### src/rtl/keccak_pkg.sv
// Shared Keccak sequencing types: scheduler states, operation modes, round count
// and the rate lookup used to size each squeezed block.
package keccak_pkg;

  localparam int ROUNDS = 24;
  localparam int SIZE_W = 32;

  typedef enum logic [1:0] {
    MODE_SHAKE128 = 2'b00,
    MODE_SHAKE256 = 2'b01,
    MODE_SHA3_256 = 2'b10,
    MODE_SHA3_512 = 2'b11
  } op_mode_t;

  typedef enum logic [2:0] {
    IDLE,
    WAIT_IN,
    ABSORB,
    PERMUTE,
    WAIT_OUT,
    SQUEEZE,
    FINISH
  } sched_state_t;

  // Rate in bits: the part of the 1600-bit state that is absorbed into / squeezed from.
  function automatic logic [SIZE_W-1:0] rate_bits(input op_mode_t mode);
    case (mode)
      MODE_SHAKE128: rate_bits = 32'd1344;
      MODE_SHAKE256: rate_bits = 32'd1088;
      MODE_SHA3_256: rate_bits = 32'd1088;
      default:       rate_bits = 32'd576;
    endcase
  endfunction

endpackage

### src/rtl/round_counter.sv
// Modulo counter that walks the permutation round index. Clear wins over enable;
// terminal flags the final round so the scheduler can leave PERMUTE on time.
module round_counter
  import keccak_pkg::*;
#(
  parameter int MODULUS = ROUNDS,
  parameter int CNT_W   = 5
) (
  input  logic             clk,
  input  logic             rst,
  input  logic             clear,
  input  logic             enable,
  output logic [CNT_W-1:0] count,
  output logic             terminal
);

  assign terminal = (count == CNT_W'(MODULUS - 1));

  // Count up while enabled, wrap after the last round, hold at zero while cleared.
  always_ff @(posedge clk or negedge rst) begin
    if (!rst) begin
      count <= '0;
    end else if (clear) begin
      count <= '0;
    end else if (enable) begin
      count <= terminal ? '0 : count + 1'b1;
    end
  end

endmodule

### src/rtl/permutation_scheduler.sv
// Sequences the Keccak state datapath: absorbs rate blocks from the load stage,
// runs the round permutation, and squeezes rate blocks into the output buffer
// until the requested output length has been produced.
module permutation_scheduler
  import keccak_pkg::*;
#(
  parameter int ROUNDS = keccak_pkg::ROUNDS,
  parameter int SIZE_W = keccak_pkg::SIZE_W
) (
  input  logic              clk,
  input  logic              rst,
  input  logic              copy_control_regs_en,
  input  logic [1:0]        operation_mode_i,
  input  logic [SIZE_W-1:0] output_size_i,
  input  logic              input_buffer_ready,
  input  logic              last_block_in_buffer,
  output logic              input_buffer_consume,
  output logic              state_clear,
  output logic              absorb_en,
  output logic              round_en,
  output logic [4:0]        round_idx,
  input  logic              output_buffer_free,
  output logic              squeeze_en,
  output logic              last_output_block,
  output logic              busy,
  output logic              done
);

  sched_state_t      state, state_next;
  op_mode_t          mode_q, shadow_mode;
  logic [SIZE_W-1:0] remaining, shadow_size, rate;
  logic              pending, is_last, start;
  logic              rc_terminal;

  assign rate  = SIZE_W'(rate_bits(mode_q));
  assign start = (state == IDLE) && (copy_control_regs_en || pending);
  assign busy  = (state != IDLE);

  round_counter #(
    .MODULUS (ROUNDS),
    .CNT_W   (5)
  ) u_round_counter (
    .clk      (clk),
    .rst      (rst),
    .clear    (state != PERMUTE),
    .enable   (state == PERMUTE),
    .count    (round_idx),
    .terminal (rc_terminal)
  );

  // State register; reset drops any message in flight straight back to IDLE.
  always_ff @(posedge clk or negedge rst) begin
    if (!rst) state <= IDLE;
    else      state <= state_next;
  end

  // Next state and strobes; a free output buffer at the last round skips WAIT_OUT.
  always_comb begin
    state_next           = state;
    state_clear          = 1'b0;
    absorb_en            = 1'b0;
    input_buffer_consume = 1'b0;
    round_en             = 1'b0;
    squeeze_en           = 1'b0;
    last_output_block    = 1'b0;
    done                 = 1'b0;
    case (state)
      IDLE: begin
        if (start) begin
          state_clear = 1'b1;
          state_next  = WAIT_IN;
        end
      end
      WAIT_IN: begin
        if (input_buffer_ready) state_next = ABSORB;
      end
      ABSORB: begin
        absorb_en            = 1'b1;
        input_buffer_consume = 1'b1;
        state_next           = PERMUTE;
      end
      PERMUTE: begin
        round_en = 1'b1;
        if (rc_terminal) begin
          if (!is_last)                state_next = WAIT_IN;
          else if (remaining == '0)    state_next = FINISH;
          else if (output_buffer_free) state_next = SQUEEZE;
          else                         state_next = WAIT_OUT;
        end
      end
      WAIT_OUT: begin
        if (output_buffer_free) state_next = SQUEEZE;
      end
      SQUEEZE: begin
        squeeze_en = 1'b1;
        if (remaining <= rate) begin
          last_output_block = 1'b1;
          state_next        = FINISH;
        end else begin
          state_next = PERMUTE;
        end
      end
      FINISH: begin
        done       = 1'b1;
        state_next = IDLE;
      end
      default: state_next = IDLE;
    endcase
  end

  // Message context: mode and bits still owed; compare before subtract keeps remaining from wrapping.
  always_ff @(posedge clk or negedge rst) begin
    if (!rst) begin
      mode_q    <= MODE_SHAKE128;
      remaining <= '0;
      is_last   <= 1'b0;
    end else begin
      if (start) begin
        if (pending) begin
          mode_q    <= shadow_mode;
          remaining <= shadow_size;
        end else begin
          mode_q    <= op_mode_t'(operation_mode_i);
          remaining <= output_size_i;
        end
      end
      if (state == WAIT_IN && input_buffer_ready) is_last <= last_block_in_buffer;
      if (state == SQUEEZE && remaining > rate)   remaining <= remaining - rate;
    end
  end

  // One-deep holding slot for a copy that arrives while busy or while IDLE drains the slot.
  always_ff @(posedge clk or negedge rst) begin
    if (!rst) begin
      pending     <= 1'b0;
      shadow_mode <= MODE_SHAKE128;
      shadow_size <= '0;
    end else if (copy_control_regs_en && (state != IDLE || pending)) begin
      pending     <= 1'b1;
      shadow_mode <= op_mode_t'(operation_mode_i);
      shadow_size <= output_size_i;
    end else if (state == IDLE && pending) begin
      pending <= 1'b0;
    end
  end

endmodule

### config.mk
export PLATFORM = sky130hd
export DESIGN_NAME = permutation_scheduler
export DESIGN_NICKNAME = d
export VERILOG_FILES = /design/src/rtl/keccak_pkg.sv /design/src/rtl/round_counter.sv /design/src/rtl/permutation_scheduler.sv
export SDC_FILE = /design/constraint.sdc
export NUM_CORES = 1
export LEC_CHECK = 0
export CORE_UTILIZATION = 40
export DETAILED_ROUTE_END_ITERATION = 10
export HOLD_SLACK_MARGIN = 0.15
export SLEW_MARGIN = 20
export SYNTH_ARGS = -nofsm -noshare
export SYNTH_HDL_FRONTEND = slang
export SYNTH_SLANG_ARGS = --single-unit
### constraint.sdc
create_clock -name clk -period 7.41 [get_ports clk]
set_clock_uncertainty 0.1 [all_clocks]
set_input_delay 1.482 -clock clk [delete_from_list [all_inputs] [get_ports clk]]
set_output_delay 1.482 -clock clk [all_outputs]
set_load 0.02 [all_outputs]
==> results list, run 1 <==
* Run status: completed
* Htree depth: 3
* Startpoint of the most critical register-to-register path: remaining[13]$_DFFE_PN0P_
- Most common cell after layout, fill and taps aside: dfrtp_1
- In this run the tightest slew margin relative to its limit is between 30% and 40%.
* Post-DP HPWL: slightly above 6000 um
* Instance count of the mapped netlist: 418
- Setup violations remaining at the end of the flow were counted as 0.
- In the final routing, the length of wire on met1 measures 4490 um.
- Design internal power: 1.11 mW
- For this configuration, the core starts out at a cell density of 41.6%.
- Across every metal layer, demand over resource in global routing totals 17.3%.
- Setup repair after global routing left no endpoint under its margin.
* Number of global-route vias before repair: around 3200
* Data required time of the worst path: 5.83 ns
* Number of buffers added on ports: 52
* Portion of total power attributed to combinational logic: 44.3%
- Area fraction of the dominant cell type after synthesis: 45.1%
* Leakage power: 2.12 nW
* Worst supply voltage drop on vdd: 261 uV
* # fillers: 1001
* Syn Area/Cell: slightly above 10 um^2
- The critical path in this run is classified as primary input to output port.
- CTS saw 78 sinks.
- For this run, the post-layout net count is 504.
- Wire length per cell after detailed routing: 14.8 um
- Post-synthesis sequential area ratio: 45.1%
* Die X: 106 um
* Async S/R FF share, synth: 100%
- Most common cell on crit path: clkdlybuf4s50_1
* Number of hold violations in the final report: 0
- Global routing finished with a remaining overflow of 0.
- In this run the worst hold path is classified as register to register.
- HP Start: remaining[3]$_DFFE_PN0P_
- Number of iterations in the first detailed-routing pass: 4
- Traced cell by cell, the critical path runs through clkdlybuf4s50_1 -> nor2_1 -> or2_2 -> inv_2 -> clkdlybuf4s50_1.
- CP endpoint kind: output port
* Antenna violations before repair: 0
- For this design the top-level I/O count stands at 53.
- Post-synthesis instance area: 0.00433 mm^2
* Power per unit of standard cell area: 361 mW/mm^2
- Per report_power, the clock group accounts for 17.2% of the total.
- Data arrival time of the worst path: slightly below 4 ns
* Tightest Pin Transition: around 0.92 ns
- The area growth from synthesis to layout is 18.6%.
- Syn nets: 465
- In this run the cell area measured after placement is 0.00493 mm^2.
- Cell type group with the largest total delay on the critical path: buffers and inverters
- In this design, the stage delay of the slowest critical-path cell is 0.71 ns.
- Fraction of layout instances using a drive strength above 1: 16.2%
- DR vias: between 3000 and 4000
* Number of flops mapped to enable cells by yosys: 0
- After clock tree synthesis, the flow added hold-fix buffers numbering 0.
* Reg power frac: 38.4%
- Cell area after layout: 0.00513 mm^2
* Maximum clock insertion buffer count: 2
- Maximum Capacitance Violations: 0
- Nature of the critical path startpoint: primary input
- Core Footprint: 0.0104 mm^2
* Routed via count divided by cell count: 5.45
* Row count: 37
* Final Max Slew Viols: 0
* Yosys warning total: 0
- Counting both buffers and inverters, the worst setup path holds a total of 3.
- The number of gates resized after CTS was 0.
- After synthesis, the netlist uses a little under 60 different library cells.
- After synthesis, the cell types taking the most area are dfrtp_1 45%, mux2_2 11%, mux2i_1 6.7%, a211oi_1 2.6%, nand2_1 2.4%.
- Library cell with the largest summed area after synthesis: dfrtp_1
- Slowest CP cell: clkdlybuf4s50_1
- Setup fix buffers added after clock tree synthesis: 0
* Clock root buffer: clkbuf_8
- From bottom edge to top edge, the die measures between 100 and 150 um.
* Highest clock rate: 182 MHz
- The library cells used most frequently in the layout, excluding fill and tap cells, are 77 x dfrtp_1, 51 x clkdlybuf4s50_1, 41 x mux2_2.
- Max Used Layer: met4
* Summed negative setup slack over all endpoints: 0 ns
- The worst path uses ~74% of the clock period.
* First-pass GRT wire length: 15500 um
* Crit path from: copy_control_regs_en
- After detailed routing, the number of remaining DRC violations is 0.
- The count of nets left with antenna violations once routing finished came out at 0.
- Along the worst path, the maximum fanout reaches 35.
- Fraction of power spent switching nets: 40.3%
- TritonCTS built the clock tree.
- Post-synth top flop: dfrtp_1
- 0 antenna diodes ended up in the layout.
- Net switching component of the power: 745 uW
- Cts bufs inserted: 9
- Flip-flop and latch count after synthesis: 78
- The first routing iteration left 117 violations.
- Entering global routing, the biggest net connects 79 pins.
* Clock Latency Late Sink: 0.35 ns
- Die area: 0.0112 mm^2
- At the end of routability-driven placement, the weighted congestion stood at 0.803.
- Drt total wl: 8870 um
- After clock tree synthesis, the clock-pin slew on the worst setup and hold paths is around 0.080 ns.
- Met3 Wirelength: 312 um
- After layout, the minimum clock period comes to 5.50 ns.
- After detailed routing, the met2 layer carries ~4000 um of wire.
* Worst hold-check slack: 0.386 ns
==> final timing paths <==
path	to	slack, ns	depth (start not counted)
worst min-delay path	remaining[3]$_DFFE_PN0P_	0.39	2
max in group asynchronous	pending$_DFFE_PN0P_	5.65	1
min in group asynchronous	shadow_size[24]$_DFFE_PN0P_	1.05	1
worst min register to register	remaining[3]$_DFFE_PN0P_	0.39	2
worst max register to register	remaining[12]$_DFFE_PN0P_	4.29	6
worst max-delay path	state_clear	1.91	5
==> kinds of logic (layout without fill, tap and decap cells) <==
logic type | Yosys count | in the layout | synth area share [%]
flops | 78 | 78 | 45.1
compound gates | 84 | 84 | 13.6
simple gates | 133 | 133 | 15.9
buf+inv | 37 | 81 | 4.16
xor+xnor | 8 | 8 | 1.62
mux | 70 | 70 | 17.4
fa+ha+maj | 8 | 8 | 2.25
==> through the flow <==
| step | std cells | power [mW] | setup WS [ns] | util, % |
|---|---|---|---|---|
| after global routing | 598 | 2.02 | 1.73 | 49.3 |
| after floorplan | 418 | 1.34 | 3.39 | - |
| after detailed placement | 582 | 1.55 | 1.89 | 47.3 |
| after CTS | 598 | 1.87 | 1.88 | 49.2 |
| after global placement | 581 | 1.52 | 1.90 | 47.1 |
| final | 598 | 1.85 | 1.91 | 49.3 |
==> layer usage <==
metal  global-route usage [%]  vias to the layer above
li1                         -                     1622
met1                     24.1                     1579
met2                     27.3                       52
met3                     3.68                        8
met4                     4.96                        0
met5                        0                        -
==> layout make-up <==
class,instances,area (um^2),share of cell area [%]
timing repair buffer,55,564,11.0
clock buffer,9,124,2.41
tap,136,170,3.32
inverter,10,37.5,0.731
clock inverter,7,75.1,1.46
multi-input combinational,303,2210,43.0
sequential,78,1950,38.1
==> state kept, by name, indices dropped and copies added (netlist names) <==
register,flops
remaining,32
is_last,1
shadow_size,32
u_round_counter.count,5
shadow_mode,2
mode_q,2
state,3
pending,1
==> worst register-to-register path: stages (launching register included) <==
cell     delay, ns
dfrtp_1       0.48
nor4_4        0.48
nand2_2       0.15
or4_4         0.48
o21ai_2       0.76
mux2_2        0.42
o21a_1        0.16
==> power by group through the flow <==
| stage | Sequential, mW | Clock (mW) | Combinational (mW) |
|---|---|---|---|
| after floorplan | 0.674 | 0 | 0.665 |
| after global placement | 0.714 | 0 | 0.807 |
| after detailed placement | 0.720 | 0 | 0.827 |
| after CTS | 0.711 | 0.330 | 0.830 |
| after global routing | 0.737 | 0.348 | 0.932 |
| final | 0.712 | 0.319 | 0.820 |
==> cell usage after synthesis, types with 9 or more instances <==
cell and count:
a211oi_1 15, a21oi_1 11, clkbuf_1 15, dfrtp_1 78, inv_1 9, mux2_2 41
mux2i_1 29, nand2_1 28, nand3_1 10, nor2_1 28, nor3_1 17, nor4_1 11
o21ai_0 16
Power figures use the tool's default switching activity.
==> run 2, diff against run 1 <==
==> constraint.sdc (replaced) <==
create_clock -name clk -period 5.7 [get_ports clk]
set_clock_uncertainty 0.1 [all_clocks]
set_input_delay 1.14 -clock clk [delete_from_list [all_inputs] [get_ports clk]]
set_output_delay 1.14 -clock clk [all_outputs]
set_load 0.02 [all_outputs]
==> results list, run 2 (synthesis results as in run 1) <==
- Maximum clock insertion buffer count: 2
- Maximum Capacitance Violations: 0
* Nature of the critical path startpoint: primary input
* Residual antenna-violating net count after detailed routing: 0
- Post-DP HPWL: 6090 um
- The via count of the first global-routing pass is 3319.
- Number of nets in the final layout: ~510
- Along the worst path, the maximum fanout reaches 35.
- Data on the critical path arrives at its endpoint at 3.03 ns.
- Commonest cells after routing, fill and taps aside: 77 x dfrtp_1, 51 x clkdlybuf4s50_1, 41 x mux2_2
- Leakage power: 2.13 nW
* # hold bufs at CTS: 0
- Routed via count divided by cell count: 5.48
- Clock power frac: 17.4%
* Area after DPL: 0.00494 mm^2
- CTS clk-pin slew, worst paths: 0.08 ns
- Setup fix buffers added after clock tree synthesis: 0
- Setup repair after global routing left no endpoint under its margin.
* CTS tree: done
* Most common cell after layout, fill and taps aside: dfrtp_1
- Die outline height: between 100 and 150 um
- Number of buffers added on ports: 52
- Entering global routing, the biggest net connects 79 pins.
- The post-route netlist has 16.2% of its cells at a drive strength greater than 1.
- Registers with the highest flip-flop counts: remaining x32, shadow_size x32, u_round_counter.count x5
* Cell area after layout: 0.00514 mm^2
* Worst setup slack after layout: 1.43 ns
* Count of antenna diodes in the layout: 0
* Htree depth: 3
* Power per unit of standard cell area: ~470 mW/mm^2
* Run status: completed
* Type of the worst setup path: primary input to output port
- The first routing iteration left approximately 120 violations.
* First-pass GRT wire length: 15400 um
* # resized after CTS: 0
- The initial utilization of the core area, before any placement, comes to 41.6%.
- Aggregate global routing overflow: 0
- Post-route minimum period: roughly 4.3 ns
- # fillers: a little over 1000
- The final max-slew violation count was 0.
* Number of design rule violations left after detail routing: 0
- The area growth from synthesis to layout is 18.8%.
- Final weighted congestion of routability-driven global placement: 0.794
- Clock root buffer: clkbuf_8
- Die X: 106 um
- Share of the cycle needed by the critical path after routing: 74.9%
- Summed over all nets, the switching power comes to 971 uW.
- Data required time of the worst path: between 4 and 5 ns
- For this run, the detailed router's first-pass iteration total came to 4.
* Cts bufs inserted: 9
- Fraction of power spent switching nets: 40.0%
- The worst hold path belongs to the class register to register.
* GRT Resource Usage Total: 17.1%
- Per report_power, the combinational group accounts for 44.4% of the total.
* Reg power frac: about two fifths
* Clock Latency Late Sink: about 0.35 ns
* Row count: 37
* Worst setup slack after placement: 1.40 ns
- Setup violations remaining at the end of the flow were counted as 0.
* Clock Sinks: 78
* Worst slew slack as a fraction of its limit: 39.3%
- The die covers between 0.01 and 0.015 mm^2.
- Cell internal power was estimated by the tool at 1.45 mW.
- The number of antenna violations at the first check in global routing came to 0.
- Worst supply voltage drop on vdd: between 200 and 300 uV
- Tightest Pin Transition: 0.911 ns
* Wire length per cell after detailed routing: 15.1 um
- Derived from the worst setup path, the maximum achievable clock frequency is 234 MHz.
- For the final routed database, the setup TNS stands at 0 ns.
* Number of hold violations in the final report: 0
* Core Footprint: 0.0104 mm^2
- In this run the count of I/O pins placed on the die edge is 53.
* DR vias: about 3300
* CP endpoint kind: output port
* Drt total wl: ~9000 um
## run 2: final cells by class
type / instances / area, um^2 / share of cell area, %
Multi-Input combinational cell: 303 / 2210 / 43.0
Sequential cell: 78 / 1950 / 38.0
Timing Repair Buffer: 56 / 572 / 11.1
Tap cell: 136 / 170 / 3.31
Clock buffer: 11 / 141 / 2.75
Clock inverter: 5 / 58.8 / 1.14
Inverter: 10 / 37.5 / 0.730
## run 2: final timing paths
check | cells past startpoint | end | slack [ns] | from
max in group asynchronous | 1 | pending$_DFFE_PN0P_ | 4.28 | rst
hold / removal | 2 | remaining[0]$_DFFE_PN0P_ | 0.39 | remaining[0]$_DFFE_PN0P_
min in group asynchronous | 1 | shadow_size[28]$_DFFE_PN0P_ | 0.72 | rst
hold reg to reg | 2 | remaining[0]$_DFFE_PN0P_ | 0.39 | remaining[0]$_DFFE_PN0P_
setup reg to reg | 9 | remaining[27]$_DFFE_PN0P_ | 2.45 | mode_q[0]$_DFFE_PN0P_
setup / recovery | 5 | state_clear | 1.43 | copy_control_regs_en
## run 2: per-stage QoR
step	instances	hold WS (ns)	util [%]	total power, mW
after floorplan	418	0.350	-	1.74
after global placement	582	0.366	47.1	1.98
after detailed placement	583	0.371	47.4	2.02
after CTS	599	0.392	49.3	2.45
after global routing	599	0.417	49.4	2.61
final	599	0.386	49.4	2.42
## run 2: metal layers
layer	part of all wire (%)	GRT usage [%]
met1	49	22.4
met2	46	28.2
met3	3.2	3.31
met4	1.1	5.95
met5	0	0
## run 2: power by group through the flow
stage	Combinational [mW]	Sequential (mW)	Clock (mW)
floorplan	0.864	0.876	0
global placement	1.06	0.927	0
detailed placement	1.08	0.935	0
CTS	1.09	0.925	0.436
global route	1.20	0.959	0.455
finish	1.08	0.927	0.421
## run 2: critical path, cell delays in order
cell             delay (ns)
clkdlybuf4s50_1        0.57
nor2_1                 0.05
or2_2                  0.53
inv_2                  0.13
clkdlybuf4s50_1        0.60
